**src/rtl/mod_down_pkg.sv**
```systemverilog
// Shared types for the modulo down-counter: FSM encoding and default width.
// Latency: n/a (definitions only).
// Backpressure: n/a.
package mod_down_pkg;

  // Default counter width when the instantiating block does not override it.
  localparam int DEF_WIDTH = 3;

  // Run/idle/done controller states. The encoding is fixed so that the
  // state register reads the same in waveforms across related counters.
  typedef enum logic [1:0] {
    ST_IDLE = 2'd0,
    ST_RUN  = 2'd1,
    ST_DONE = 2'd2
  } state_t;

endpackage : mod_down_pkg

```
**src/rtl/mod_prescaler.sv**
```systemverilog
// Divides clk into a one-cycle tick every PRESCALE enabled cycles.
// Latency: tick is combinational from the internal phase counter and en.
// Backpressure: en low freezes the phase; clr restarts the phase at zero.
module mod_prescaler
  import mod_down_pkg::*;
#(
  parameter int PRESCALE = 4
) (
  input  logic clk,
  input  logic rst,
  input  logic clr,
  input  logic en,
  output logic tick
);

  // PRESCALE=1 still needs a one-bit phase register to stay a legal width.
  localparam int PS_W = (PRESCALE > 1) ? $clog2(PRESCALE) : 1;
  localparam logic [PS_W-1:0] PS_LAST = PS_W'(PRESCALE - 1);

  logic [PS_W-1:0] phase;

  // Tick on the last phase of each period, only while counting is enabled.
  assign tick = en && (phase == PS_LAST);

  // Phase counter: cleared by reset or clr, advances only while enabled.
  always_ff @(posedge clk) begin
    if (rst || clr) begin
      phase <= '0;
    end else if (en) begin
      if (phase == PS_LAST) begin
        phase <= '0;
      end else begin
        phase <= phase + PS_W'(1);
      end
    end
  end

endmodule : mod_prescaler

```
**src/rtl/mod_down_counter.sv**
```systemverilog
// Loadable modulo down-counter/timer with periodic or one-shot mode and a
// registered terminal-count pulse. Optional tick prescaler: MOD_DOWN_PRESCALE_EN.
// Latency: start loads on its edge, first decrement one edge later; tc is
// registered, high in the cycle after the terminal edge.
// Backpressure: none; en low stalls the count, stop aborts to IDLE.
module mod_down_counter
  import mod_down_pkg::*;
#(
  parameter int WIDTH    = DEF_WIDTH,
  parameter int PRESCALE = 4
) (
  input  logic             clk,
  input  logic             rst,
  input  logic             start,
  input  logic             stop,
  input  logic             en,
  input  logic             oneshot,
  input  logic [WIDTH-1:0] mod_val,
  output logic [WIDTH-1:0] count,
  output logic             tc,
  output logic             busy,
  output logic             done
);

  // A prescale below one has no meaningful rate; the counter then never
  // ticks rather than silently running at an unintended speed.
  localparam logic PS_OK = (PRESCALE >= 1);

  state_t state;
  logic   tick;

`ifdef MOD_DOWN_PRESCALE_EN
  logic ps_tick;

  // The divider only advances while actually counting, and restarts its
  // phase on any start or stop so every run sees a full first period.
  mod_prescaler #(
    .PRESCALE (PRESCALE)
  ) u_prescaler (
    .clk  (clk),
    .rst  (rst),
    .clr  (start || stop),
    .en   (en && (state == ST_RUN)),
    .tick (ps_tick)
  );

  assign tick = PS_OK && ps_tick;
`else
  assign tick = PS_OK && en;
`endif

  // Status flags are a pure decode of the state register.
  assign busy = (state == ST_RUN);
  assign done = (state == ST_DONE);

  // Controller and datapath: rst > stop > start > tick.
  always_ff @(posedge clk) begin
    if (rst) begin
      state <= ST_IDLE;
      count <= '0;
      tc    <= 1'b0;
    end else if (stop) begin
      // Abort keeps the count visible for inspection.
      state <= ST_IDLE;
      tc    <= 1'b0;
    end else if (start) begin
      // Restart wins over a coincident terminal tick, so no tc here.
      state <= ST_RUN;
      count <= mod_val;
      tc    <= 1'b0;
    end else begin
      tc <= 1'b0;
      case (state)
        ST_RUN: begin
          if (tick) begin
            if (count != '0) begin
              count <= count - WIDTH'(1);
            end else begin
              tc <= 1'b1;
              if (oneshot) begin
                state <= ST_DONE;
              end else begin
                // mod_val is sampled here, so mid-run edits apply now.
                count <= mod_val;
              end
            end
          end
        end
        ST_DONE: begin
          state <= ST_DONE;
        end
        default: begin
          state <= ST_IDLE;
        end
      endcase
    end
  end

endmodule : mod_down_counter
```
**config.mk**
```make
export PLATFORM = sky130hd
export DESIGN_NAME = mod_down_counter
export DESIGN_NICKNAME = d
export VERILOG_FILES = /design/src/rtl/mod_down_pkg.sv /design/src/rtl/mod_prescaler.sv /design/src/rtl/mod_down_counter.sv
export SDC_FILE = /design/constraint.sdc
export NUM_CORES = 1
export LEC_CHECK = 0
export ABC_AREA = 0
export CAP_MARGIN = 15
export CORE_AREA = 2 2 39 41
export DETAILED_ROUTE_END_ITERATION = 10
export DIE_AREA = 0 0 41 43
export DONT_BUFFER_PORTS = 1
export GPL_ROUTABILITY_DRIVEN = 0
export SYNTH_ARGS = -nofsm -noshare
export SYNTH_HDL_FRONTEND = slang
export SYNTH_SLANG_ARGS = --single-unit
```
**constraint.sdc**
```tcl
create_clock -name clk -period 2.1 [get_ports clk]
set_input_delay 0.42 -clock clk [delete_from_list [all_inputs] [get_ports clk]]
set_output_delay 0.42 -clock clk [all_outputs]
set_load 0.03 [all_outputs]
```
==> results.json <==
{
  "status": "finished, final reports clean",
  "nNetsFinal": 68,
  "grt_pass1_vias": 310,
  "fin_hold_ws_ns": 0.2452,
  "regArea_um2": 120.1,
  "grt_use_total": 0.09950,
  "via_per_inst": 4.956,
  "worstSetupEndpointType": "flip-flop",
  "postCtsSetupBuffers": 0,
  "ys_ff_latch": 6,
  "synth_area_um2": 377.9,
  "postLayoutSetupSlackWorst_ns": 0.2888,
  "yosysUniqueCellTypes": 19,
  "p_sw_frac": 0.2732,
  "setup_viol": 0,
  "slowest_delay_ns": 0.38,
  "gr-total-overflow": 0,
  "layout_common_cells": "inv_1, dfxtp_1, a21oi_1, ha_1",
  "h-tree-depth": 1,
  "clock_power_share": 0.354,
  "multiInputGateArea_um2": 235.2,
  "finish.instance_area_um2": 442.9,
  "rsz0062_at_grt": "no",
  "grt_max_degree": 9,
  "grt_pass1_wl_mm": 1.179,
  "cts-root-buf": "clkbuf_4",
  "rr_worst_depth": 7,
  "cts_buffer_depth": 2,
  "slowest_stage": "or4_1",
  "cts_tree": "built",
  "internal_power_uw": 212.0,
  "cp_common_cell": "ha_1",
  "slew_headroom": 0.7405,
  "io_pins": 15,
  "coreArea_mm2": 0.001384,
  "crit_end": "count[0]$_SDFFE_PP0P_",
  "r2r-end": "count[0]$_SDFFE_PP0P_",
  "crit_chain": "inv_1, ha_1, ha_1, or2_4, nor2b_1, or4_1, a21oi_1",
  "crit_arrival_ns": 1.98,
  "comb_power_share": 0.222,
  "worstPathRequired_ns": 2.27,
  "dp_slack_ns": 0.3092,
  "setup_tns_ns": 0,
  "die_x_um": 41,
  "crit_fanout": 7,
  "area_growth_pct": 17.22,
  "syn_nets": 60,
  "yosys_warnings": 0,
  "avgRoutedWirePerCell_um": 11.75,
  "worstSetupStartpointType": "flip-flop",
  "numCtsBuffers": 3,
  "n_fill_cell": 153,
  "cellPowerDensity_mw_per_mm2": 658.5,
  "ctsHoldBuffers": 0,
  "clkTransAtPathRegs_ns": 0.04,
  "irDropWorstVdd_v": 0.0003521,
  "fin_util": 0.3201,
  "maxCapViolCount": 0,
  "placementRows": 14,
  "dp_hpwl_um": 672,
  "place_area_um2": 420.4,
  "clock_latency_ns": 0.24,
  "vias": 337,
  "drt_iter0_markers": 8,
  "rrSetupSlack_ns": 0.29,
  "die_area_mm2": 0.001763,
  "die_h_um": 43,
  "finalHoldViolations": 0,
  "grt_antenna_before_repair": 0,
  "p_leak_nw": 0.1782,
  "port_buffers": 0,
  "critPathKind": "flip-flop to flip-flop",
  "postRouteAntennaNets": 0,
  "seq_area_frac_synth": 0.3179,
  "start_util": 0.2731,
  "hp-class": "input port to flip-flop",
  "post-route-min-period_ns": 1.811,
  "finalCritPeriodShare": 0.8625,
  "synth.avg_cell_area_um2": 8.214,
  "syn_inst": 46,
  "max_freq_mhz": 552.1,
  "clock_sinks": 6,
  "antenna_cells": 0,
  "drt_pass1_iterations": 3,
  "power.switching_uw": 79.67,
  "final_max_slew_viol_count": 0,
  "layout-drive-gt1-share": 0.1731,
  "worst_r2r_startpoint": "count[0]$_SDFFE_PP0P_",
  "clock-skew-final_ns": 0.004251,
  "tightest_slew_ns": 0.3893,
  "wl_um": 799,
  "worstSetupStartpoint": "count[0]$_SDFFE_PP0P_",
  "seq_power_share": 0.424,
  "cts_resized": 0,
  "drc_errors": 0
}
state kept, by name (all words and copies together), names as in the netlist:
signal,cells
state,2
tc,1
count,3
how the worst min path moves through the flow:
stage	endpoint	start	depth (start not counted)	slack, ns
after detailed placement	count[0]$_SDFFE_PP0P_	rst	1	0.49
after global placement	count[0]$_SDFFE_PP0P_	rst	1	0.49
after global routing	count[0]$_SDFFE_PP0P_	rst	1	0.24
after CTS	count[0]$_SDFFE_PP0P_	rst	1	0.24
after floorplan	count[0]$_SDFFE_PP0P_	rst	1	0.49
final	count[0]$_SDFFE_PP0P_	rst	1	0.25
area by class of cell:
type                    count  share of cell area
multi-input cells          34              0.5311
clock buffers               3             0.05085
flip-flops and latches      6              0.2712
well taps                  16             0.04520
inverters                   6             0.05085
repair buffers              3             0.05085
per-stage QoR:
step	instances	power, mW
floorplan	46	0.1758
global placement	65	0.1875
detailed placement	65	0.1901
CTS	68	0.2985
global route	68	0.3111
finish	68	0.2917
cells by family after synthesis:
| logic type | share of synthesized area |
|---|---|
| flops | 0.3179 |
| fa+ha+maj | 0.1656 |
| compound gates | 0.2020 |
| buf+inv | 0.05960 |
| simple gates | 0.2550 |
power groups by stage:
stage	registers (mW)	logic [mW]	clock network [mW]
after floorplan	0.133	0.0426	0
after global placement	0.125	0.0624	0
after detailed placement	0.126	0.0645	0
after CTS	0.124	0.0647	0.110
after global routing	0.124	0.0729	0.114
final	0.124	0.0648	0.103
synthesized netlist by cell type (all sizes together):
library cell | number | share of area
a22o | 1 | 0.023
nand2 | 3 | 0.030
a21oi | 5 | 0.066
a211oi | 1 | 0.020
or3 | 1 | 0.020
nand3 | 1 | 0.013
nor3 | 3 | 0.040
nor2b | 2 | 0.033
nor2 | 2 | 0.020
ha | 5 | 0.17
o31ai | 2 | 0.040
or4 | 3 | 0.060
a31oi | 1 | 0.017
a21o | 1 | 0.023
inv | 6 | 0.060
nor4 | 1 | 0.017
o21ai | 1 | 0.013
dfxtp | 6 | 0.32
or2 | 1 | 0.023
per-layer routing:
metal,wire length [um],part of all wire,GRT usage
met1,345,0.43,0.1290
met2,319,0.40,0.1250
met3,134,0.17,0.09948
met4,0,0,0
met5,0,0,0
worst max-delay path, delay by kind of cell (launching register included):
| family | cells | cell delay (ns) |
|---|---|---|
| AND/OR/NAND/NOR | 3 | 0.77 |
| flip-flops | 1 | 0.33 |
| adder cells (fa/ha/maj) | 2 | 0.45 |
| AO/OA/AOI/OAI | 1 | 0.14 |
| buffers and inverters | 1 | 0.05 |
No activity file was read; power rests on OpenSTA's default activity.
